## config.mk

```make
export PLATFORM = sky130hd
export DESIGN_NAME = ovl_always_on_edge_multi
export DESIGN_NICKNAME = d
export VERILOG_FILES = /design/src/rtl/ovl_pkg.sv /design/src/rtl/ovl_edge_chan.sv /design/src/rtl/ovl_always_on_edge_multi.sv
export SDC_FILE = /design/constraint.sdc
export NUM_CORES = 1
export LEC_CHECK = 0
export CAP_MARGIN = 25
export CORE_UTILIZATION = 30
export CTS_BUF_LIST = sky130_fd_sc_hd__clkbuf_8 sky130_fd_sc_hd__clkbuf_16
export CTS_CLUSTER_DIAMETER = 40
export DETAILED_ROUTE_END_ITERATION = 12
export PLACE_DENSITY = 0.6
export SLEW_MARGIN = 30
export SYNTH_ARGS = -nofsm -noshare
export SYNTH_HDL_FRONTEND = slang
export SYNTH_SLANG_ARGS = --single-unit
```

## constraint.sdc

```tcl
create_clock -name clk -period 6.6 [get_ports clk]
set_clock_uncertainty 0.15 [all_clocks]
set_input_delay 1.32 -clock clk [delete_from_list [all_inputs] [get_ports clk]]
set_output_delay 1.32 -clock clk [all_outputs]
set_load 0.01 [all_outputs]
```

## src/rtl/ovl_pkg.sv

```systemverilog
// Shared definitions for the multi-channel OVL checkers.
// Sampling-edge selection codes used at runtime by each checker channel.
package ovl_pkg;

    typedef enum logic [1:0] {
        EDGE_NONE = 2'd0,
        EDGE_RISE = 2'd1,
        EDGE_FALL = 2'd2,
        EDGE_ANY  = 2'd3
    } edge_mode_t;

endpackage

```

## src/rtl/ovl_edge_chan.sv

```systemverilog
// One checker channel: remembers the last observed sampling value and reports
// whether the selected sampling edge occurred this cycle.
module ovl_edge_chan
    import ovl_pkg::*;
(
    input  logic       clk,
    input  logic       rst,
    input  logic       enable,
    input  logic       armed,
    input  logic [1:0] edge_mode,
    input  logic       sampling_event,
    output logic       hit
);

    logic       prev;
    edge_mode_t mode;

    assign mode = edge_mode_t'(edge_mode);

    // While disabled the previous value is frozen, so toggles go unobserved.
    always_ff @(posedge clk or posedge rst) begin
        if (rst)
            prev <= 1'b0;
        else if (enable)
            prev <= sampling_event;
    end

    always_comb begin
        hit = 1'b0;
        if (armed) begin
            case (mode)
                EDGE_NONE: hit = 1'b1;
                EDGE_RISE: hit = sampling_event & ~prev;
                EDGE_FALL: hit = ~sampling_event & prev;
                EDGE_ANY:  hit = sampling_event ^ prev;
                default:   hit = 1'b0;
            endcase
        end
    end

endmodule

```

## src/rtl/ovl_always_on_edge_multi.sv

```systemverilog
// NUM_CH-channel "always on edge" checker with sticky status, saturating fire
// counter and first-failure channel capture, clearable by software.
module ovl_always_on_edge_multi
    import ovl_pkg::*;
#(
    parameter int NUM_CH = 4,
    parameter int CNT_W  = 8
) (
    input  logic                clk,
    input  logic                rst,
    input  logic                enable,
    input  logic [1:0]          edge_mode,
    input  logic [NUM_CH-1:0]   sampling_event,
    input  logic [NUM_CH-1:0]   test_expr,
    input  logic                prevConfigInvalid,
    input  logic                clr_status,
    output logic                out,
    output logic [NUM_CH-1:0]   fire_vec,
    output logic [NUM_CH-1:0]   sticky,
    output logic [CNT_W-1:0]    fire_cnt,
    output logic                first_valid,
    output logic [((NUM_CH > 1) ? $clog2(NUM_CH) : 1)-1:0] first_ch
);

    localparam int ID_W = (NUM_CH > 1) ? $clog2(NUM_CH) : 1;

    logic              r_reset_n;
    logic [NUM_CH-1:0] hit;
    logic [ID_W-1:0]   low_ch;
    logic              low_found;

    // Armed on the first enabled cycle; prev values become valid from then on.
    always_ff @(posedge clk or posedge rst) begin
        if (rst)
            r_reset_n <= 1'b0;
        else if (enable)
            r_reset_n <= 1'b1;
    end

    for (genvar i = 0; i < NUM_CH; i++) begin : g_chan
        ovl_edge_chan u_chan (
            .clk            (clk),
            .rst            (rst),
            .enable         (enable),
            .armed          (r_reset_n),
            .edge_mode      (edge_mode),
            .sampling_event (sampling_event[i]),
            .hit            (hit[i])
        );
    end

    assign fire_vec = {NUM_CH{~rst & enable & ~prevConfigInvalid & r_reset_n}}
                      & hit & ~test_expr;
    assign out      = |fire_vec;

    always_comb begin
        low_ch    = '0;
        low_found = 1'b0;
        for (int unsigned i = 0; i < NUM_CH; i++) begin
            if (fire_vec[i] && !low_found) begin
                low_ch    = ID_W'(i);
                low_found = 1'b1;
            end
        end
    end

    // A clear still records the current cycle's fires so none are lost.
    always_ff @(posedge clk or posedge rst) begin
        if (rst) begin
            sticky      <= '0;
            fire_cnt    <= '0;
            first_valid <= 1'b0;
            first_ch    <= '0;
        end else if (clr_status) begin
            sticky      <= fire_vec;
            fire_cnt    <= CNT_W'(out);
            first_valid <= out;
            first_ch    <= out ? low_ch : '0;
        end else begin
            sticky <= sticky | fire_vec;
            if (out && (fire_cnt != '1))
                fire_cnt <= fire_cnt + CNT_W'(1);
            if (out && !first_valid) begin
                first_valid <= 1'b1;
                first_ch    <= low_ch;
            end
        end
    end

endmodule

```

Word-level counts from Yosys, hierarchy flattened
Cells that the tools add are included.

Word-level logic and storage cells: 78. Output and inout port bits: 20. Bits in registers: 20. Memories kept: 0. ROM bits: 0. Input bits: 15. Latch bits: 0. Bits in writable memories: 0.

Multiply operators: 0. Multiplexer cells: 22. Bitwise logic cells: 29. Equality and inequality tests: 4. Shift-type cells: 0. Reductions and logical operators: 13. Div/mod/pow operators: 0. Order comparisons: 0. Add/subtract/negate cells: 1.

Operators by type and width (count): $mux 8 (2); $pmux 1 s4 (4); $and 1x1->1 (11); $mux 1 (10); $mux 2 (5); $not 1->1 (10); $add 8x1->8 const B (1); $and 4x4->4 (2); $ne 8x8->1 const B (1); $logic_and 1x1->1 (5); $eq 2x2->1 const B (2); $logic_not 1->1 (4); $mux 4 (1); $not 4->4 (1); $or 4x4->4 (1); $reduce_bool 2->1 (2); $reduce_or 4->1 (1); $xor 1x1->1 (4); $eq 2x1->1 const B (1); $logic_not 2->1 (1).

Longest topological paths before layout
Gate-level depths: netlist (run 1).

Depth in word-level cells: 18. Depth in mapped cells: 8. Depth with buffers taken out: 7.

By module
Synthesis (run 1) repeated with hierarchy kept, for this count alone.

Cells, all modules: 137. Area total of the unflattened synthesis: 1308.8 um^2.

By module, submodules not included: ovl_always_on_edge_multi (cells an instance 85, area each 843.3 um^2, times used 1); ovl_edge_chan (cells an instance 13, area each 116.4 um^2, times used 4).

Worst setup path after synthesis (run 1)
Ideal clock, no wire load.

Path kind: input to output. From: input port sampling_event[1]. To: output port out. Path slack: 2.478 ns. Cell stages on the path: 7. Arrival: 2.652 ns. Buffers on the path: 1. Cell sequence: inv_1 -> ha_1 -> or2b_1 -> a311oi_2 -> o41ai_4 -> buf_6 -> inv_1.

Word-level cells in the longest chain between the ends: 7. Elaborated cells on any way between the ends: 9.

Ends and longest elaborated chain: start, declared (line ovl_always_on_edge_multi.sv:13) `input logic [NUM_CH-1:0] sampling_event,`; $not 1->1 (line ovl_edge_chan.sv:34) `EDGE_FALL: hit = ~sampling_event & prev;`; $and 1x1->1 (line ovl_edge_chan.sv:34); $pmux 1 s4 * (line ovl_edge_chan.sv:31) `case (mode)`; $mux 1 * (line ovl_edge_chan.sv:30) `if (armed) begin`; $and 4x4->4 * (2 in a row) (line ovl_always_on_edge_multi.sv:53) `& hit & ~test_expr;`; $reduce_or 4->1 * (line ovl_always_on_edge_multi.sv:54) `assign out = |fire_vec;`; end, declared (line ovl_always_on_edge_multi.sv:17) `output logic out,`.

Every way passes the cells marked *; elsewhere a longest branch is shown, timed or not.

Final worst setup path (run 1)
Ends and elaborated chain as after synthesis.

==> reports/results.ini, run 1 <==
[synthesis]
yosysWarnings=0
yosysTopAreaCell=dfrtp_1
synth_xor_area_share_pct=0
synth_compound_area_share_pct=20.4
synth_simple_gate_area_share_pct=25.8
yosysUniqueCellTypes=43
async_reset_ff_share_pct=100
synthesis.nets=155
syn_inst=131
synth_top_family_by_area=simple AND/OR/NAND/NOR gates
postSynthAreaPerCell_um2=9.96
synth_edf_count=0
synth.top_cell.area_share_pct=38.4
syn_area_um2=1310
synthAdderAreaFrac_pct=8.63
synthMuxAreaShare_pct=0.863
synth_area_leaders=dfrtp_1 38%, ha_1 8.6%, nand2_1 3.7%, a311oi_2 3.5%, inv_1 3.2%
seq_area_frac_synth_pct=38.4
synth-main-ff-cell=dfrtp_1
synth-seq-cells=20

[sta]
rsz0062_at_grt=no
min_period_over_period_pct=80.3
min_period_ns=5.30
finalHoldViolCount=0
max_slew_margin_pct=47.3
worst_slew_pin_slew_ns=0.790
fmaxAchievable_ghz=0.189
postLayoutSetupSlackWorst_ns=1.30
fin_setup_tns_ns=0
maxSlewViolCount=0
setup_viol=0

[placement]
io_buffers=34
place_ws_ns=1.31
dpl.hpwl_mm=2.22
gp_congestion=0.796

[setup_path]
critPathRequiredTime_ns=5.13
cp-start-kind=primary input
worstSetupPathType=in -> out
critPathCaptureType=primary output
crit_arrival_ns=3.83
critPathMaxStageDelay_ns=0.82
path_delay_family=buffers and inverters
crit_chain=clkdlybuf4s50_1, inv_1, ha_1, or2b_1, a311oi_2, o41ai_4, inv_1, clkdlybuf4s50_1
path_buf_inv=4
cp_max_fo=16
slowest_stage=o41ai_4

[finish]
fillers=391
drive_above_1_share_pct=10.4
syn2layout_area_growth_pct=31.3
finalNetCount=189
diodes=0

[floorplan]
die_h_um=68.0
io_pins=35
initial_core_util_pct=31.9
rows=23
dieArea_um2=4620
coreArea_um2=4090
die_w_um=68.0

[global_route]
grt_max_degree=21
grt_pass1_vias=1037
antenna_found_initial=0
grt-ovfl-total=0
grt_usage_pct=13.5
grt_pass1_wl_mm=4.68

[cts]
clockBufferDepth=2
clock-sinks=20
cts_resized=0
htree_levels=1
clk_pin_slew_ns=0.07
cts_buffers=3
clk_latency_ns=0.25
cts_hold_buffers=0
cts_root_buf=clkbuf_8
cts_setup_buffers=0
cts_tree=built

[power]
p_per_area_nw_per_um2=158
ir_worst_vdd_v=0.000124
leakage_uw=0.000750

[worst_hold_path]
hold_path.class=reg -> reg

[detailed_routing]
drc_errors=0
firstDrtPassIters=4
wire_per_inst_um=13.4
drt-total-wl_mm=2.85
viasPerCell=5.01
num_vias=1067
drtIter0Drc=39
drtAntennaViolNets=0

[run]
drv_cap=0

[status]
status=finished clean

[cell families after synthesis]
family / Yosys count
flip-flops: 20
adder cells (fa/ha/maj): 9
multiplexers: 1
buffers and inverters: 16
AND/OR/NAND/NOR: 55
AO/OA/AOI/OAI: 30
[power by group]
part	internal (uW)	switching, uW	total [uW]
sequential	128	4.30	132
clock	40.6	38.4	79.0
combinational	28.7	29.7	58.5
[synthesized netlist by cell type, drive strengths merged (2+ instances only)]
cell type,n
nand2,13
nand4,2
ha,9
o21ai,8
nand3,3
o211ai,3
nor2b,3
a21oi,4
dfrtp,20
nand2b,7
nor3,2
nor4,2
inv,11
and2,4
or3,4
a21o,4
a311oi,4
nor2,6
buf,4
nor3b,4
[area by class of cell]
| cell class | count | area, um^2 | area share, % |
|---|---|---|---|
| Clock buffer | 3 | 41.3 | 2.41 |
| Inverter | 11 | 41.3 | 2.41 |
| Multi-Input combinational cell | 95 | 727 | 42.4 |
| Sequential cell | 20 | 500 | 29.2 |
| Tap cell | 50 | 62.6 | 3.65 |
| Timing Repair Buffer | 34 | 340 | 19.9 |
[cells in the final DEF (no fill, tap or decap), drive strengths merged, types with 6 or more instances in the layout]
cell / Yosys / final
clkdlybuf4s50: 0 / 34
dfrtp: 20 / 20
ha: 9 / 9
inv: 11 / 11
nand2: 13 / 13
nand2b: 7 / 7
nor2: 6 / 6
o21ai: 8 / 8
[worst reg2reg max path, stage by stage, from the launching register on]
cell,delay (ns)
dfrtp_1,0.35
inv_1,0.06
ha_1,0.17
nor3b_1,0.25
a311oi_2,0.13
o41ai_4,0.76
nor2b_1,0.12
mux2_1,0.34
[through the flow]
stage | power, uW | cells | cell area [um^2] | hold WS (ns) | util, %
finish | 270 | 213 | 1710 | 0.319 | 41.9
global route | 286 | 213 | 1710 | 0.340 | 41.9
CTS | 276 | 213 | 1710 | 0.324 | 41.9
detailed placement | 194 | 210 | 1670 | 0.303 | 40.9
global placement | 191 | 210 | 1670 | 0.300 | 40.9
floorplan | 168 | 131 | 1310 | 0.287 | -
[final timing paths]
path / from / endpoint / slack [ns] / depth (start not counted)
worst max-delay path: sampling_event[1] / out / 1.30 / 8
worst min-delay path: r_reset_n / r_reset_n / 0.32 / 1
worst max register to register: g_chan[2].u_chan.prev / fire_cnt[3] / 4.14 / 7
worst min register to register: r_reset_n / r_reset_n / 0.32 / 1
max in group asynchronous: rst / fire_cnt[5] / 4.33 / 2
min in group asynchronous: rst / g_chan[2].u_chan.prev / 1.48 / 2
[registers in the layout, summed over array words and instances (netlist names)]
signal	cells
first_ch	2
sticky	4
r_reset_n	1
g_chan.u_chan.prev	4
fire_cnt	8
first_valid	1
[routing by layer]
metal | global-route usage, % | up-vias | wire length [um]
met5 | 0 | - | 0
li1 | - | 536 | -
met2 | 24.6 | 29 | 1470
met1 | 15.4 | 502 | 1250
met3 | 4.00 | 0 | 128
met4 | 2.34 | 0 | 0
Power figures use the tool's default switching activity.
==> run 2, diff against run 1 <==
--- a/config.mk
+++ b/config.mk
@@ -10,7 +10,7 @@
 export CTS_BUF_LIST = sky130_fd_sc_hd__clkbuf_8 sky130_fd_sc_hd__clkbuf_16
 export CTS_CLUSTER_DIAMETER = 40
 export DETAILED_ROUTE_END_ITERATION = 12
-export PLACE_DENSITY = 0.6
+export PLACE_DENSITY = 0.62
 export SLEW_MARGIN = 30
 export SYNTH_ARGS = -nofsm -noshare
 export SYNTH_HDL_FRONTEND = slang
==> constraint.sdc (replaced) <==
create_clock -name clk -period 4.75 [get_ports clk]
set_clock_uncertainty 0.15 [all_clocks]
set_input_delay 0.95 -clock clk [delete_from_list [all_inputs] [get_ports clk]]
set_output_delay 0.95 -clock clk [all_outputs]
set_load 0.01 [all_outputs]
==> run 2 against run 1 <==
Via count is 3.1% higher. Global-route usage up 0.10 points. Wire length fell by 2.1%. Register-to-register slack worse by 1.8 ns. Cell count rose by 0.94%. Combinational power increased by 39%. Sequential cell count did not move. Core utilization up 0.92 points. Highest routed layer is now met4. Largest cell class unchanged. Sequential power rose by 39%.
==> reports/results.ini, run 2 (same netlist as run 1, synthesis figures left out) <==
[detailed_routing]
drtAntennaViolNets=0  ; unchanged
firstDrtPassIters=4  ; unchanged
wire_per_inst_um=13.0  ; -3.0%
drt-total-wl_mm=2.79  ; -2.1%
drtIter0Drc=47  ; +21%
viasPerCell=5.12  ; +2.1%
num_vias=1100  ; +3.1%
drc_errors=0  ; unchanged

[placement]
dpl.hpwl_mm=2.15  ; -3.1%
io_buffers=34  ; unchanged
gp_congestion=0.772  ; -3.1%
placed_cells=211  ; +0.48%
place_ws_ns=0.334  ; -0.980 ns

[cts]
htree_levels=1  ; unchanged
cts_resized=0  ; unchanged
cts_tree=built
clock-sinks=20  ; unchanged
cts_buffers=3  ; unchanged
cts_root_buf=clkbuf_8
clk_pin_slew_ns=0.07  ; about the same
cts_setup_buffers=0  ; unchanged
clk_latency_ns=0.27  ; +0.02 ns
clockBufferDepth=2  ; unchanged
cts_hold_buffers=0  ; unchanged

[global_route]
grt_pass1_wl_mm=4.66  ; -0.30%
antenna_found_initial=0  ; unchanged
grt_usage_pct=13.6  ; +0.10 points
grt_pass1_vias=1023  ; -1.4%
grt_max_degree=21  ; unchanged
grt-ovfl-total=0  ; unchanged

[setup_path]
crit_chain=clkdlybuf4s50_1, inv_1, ha_1, or2b_1, a311oi_2, and2_2, clkdlybuf4s50_1
path_delay_family=buffers and inverters
slowest_stage=clkdlybuf4s50_1
critPathMaxStageDelay_ns=0.54  ; -0.28 ns
crit_arrival_ns=3.28  ; -0.55 ns
crit_top_cell=clkdlybuf4s50_1
path_buf_inv=3  ; -1
cp_max_fo=5  ; -11
critPathCaptureType=primary output
crit_cells=7  ; -1
critPathRequiredTime_ns=3.65  ; -1.48 ns
worstSetupPathType=in -> out
r2r_cells=7  ; unchanged
cp-start-kind=primary input

[floorplan]
die_h_um=68.0  ; unchanged
coreArea_um2=4090  ; unchanged
io_pins=35  ; unchanged
rows=23  ; unchanged
die_w_um=68.0  ; unchanged
initial_core_util_pct=31.9  ; unchanged
dieArea_um2=4620  ; unchanged

[sta]
min_period_ns=4.38
worst_slew_pin_slew_ns=0.804  ; +0.0140 ns
postLayoutSetupSlackWorst_ns=0.374  ; -0.929 ns
maxSlewViolCount=0  ; unchanged
max_slew_margin_pct=46.4  ; -0.93 points
fmaxAchievable_ghz=0.229
fin_setup_tns_ns=0  ; unchanged
setup_viol=0  ; unchanged
rsz0062_at_grt=no
finalHoldViolCount=0  ; unchanged
min_period_over_period_pct=92.1

[finish]
top_register=fire_cnt
layout_commonest_cell=clkdlybuf4s50_1
syn2layout_area_growth_pct=34.1
drive_above_1_share_pct=11.5  ; +1.1 points
fillers=410  ; +4.9%
diodes=0  ; unchanged
largest_reg_flops=8  ; unchanged
layout_common_cells=34 x clkdlybuf4s50_1, 20 x dfrtp_1, 13 x nand2_1, 11 x inv_1, 9 x ha_1
postLayoutCoreUtil_pct=42.8  ; +0.92 points
reg_top3=fire_cnt (8), g_chan.u_chan.prev (4), sticky (4)
finalNetCount=190  ; +0.53%
final_cells=215  ; +0.94%

[power]
power_uw=440  ; +63%
leakage_uw=0.000768  ; +2.5%
ir_worst_vdd_v=0.000178  ; +43%
p_per_area_nw_per_um2=251  ; +59%

[worst_hold_path]
hold_path_depth=1  ; unchanged
hold_path.class=reg -> reg

[run]
drv_cap=0  ; unchanged

[status]
status=finished clean

[run 2: cell count changes in the layout (fill, tap and decap cells not counted)]
cell,delta
buf_4,+1
bufinv_16,+1
[run 2: path summary, 6_finish.rpt]
check	start	slack, ns	to
worst max-delay path	sampling_event[1]	0.37	fire_vec[1]
worst min-delay path	r_reset_n	0.32	r_reset_n
worst max register to register	g_chan[1].u_chan.prev	2.30	fire_cnt[3]
worst min register to register	r_reset_n	0.32	r_reset_n
max in group asynchronous	rst	2.83	g_chan[1].u_chan.prev
min in group asynchronous	rst	1.12	first_ch[0]
[run 2: worst reg2reg max path: stages (launching register included)]
cell and delay (ns):
dfrtp_1 0.38, ha_1 0.26, or2b_1 0.23, a311oi_2 0.46
o41ai_4 0.17, buf_4 0.22, nor2b_1 0.13, mux2_1 0.34
[run 2: metrics by stage]
| step | area, um^2 | hold WS (ns) |
|---|---|---|
| floorplan | 1310 | 0.287 |
| global placement | 1680 | 0.300 |
| detailed placement | 1680 | 0.302 |
| CTS | 1750 | 0.325 |
| global route | 1750 | 0.334 |
| finish | 1750 | 0.324 |
[run 2: cell type report]
cell class	count	area [um^2]	area share (%)
multi-input combinational	95	727	41.5
tap	50	62.6	3.57
clock inverter	1	30.0	1.72
sequential	20	500	28.6
timing repair buffer	35	348	19.9
inverter	11	41.3	2.36
clock buffer	3	41.3	2.36
[run 2: layer usage]
layer  GRT usage [%]  vias up  share of wire [%]
li1                -      535                  -
met3            4.00        4                4.6
met4            2.34        0               0.79
met1            16.2      529                 43
met5               0        -                  0
met2            24.0       32                 51
[run 2: report_power, final]
part	total (uW)	switching [uW]	internal, uW	leakage (uW)
Combinational	81.2	41.0	40.2	0.000469
Sequential	183	5.44	178	0.000264
Clock	175	62.2	113	0.0000357
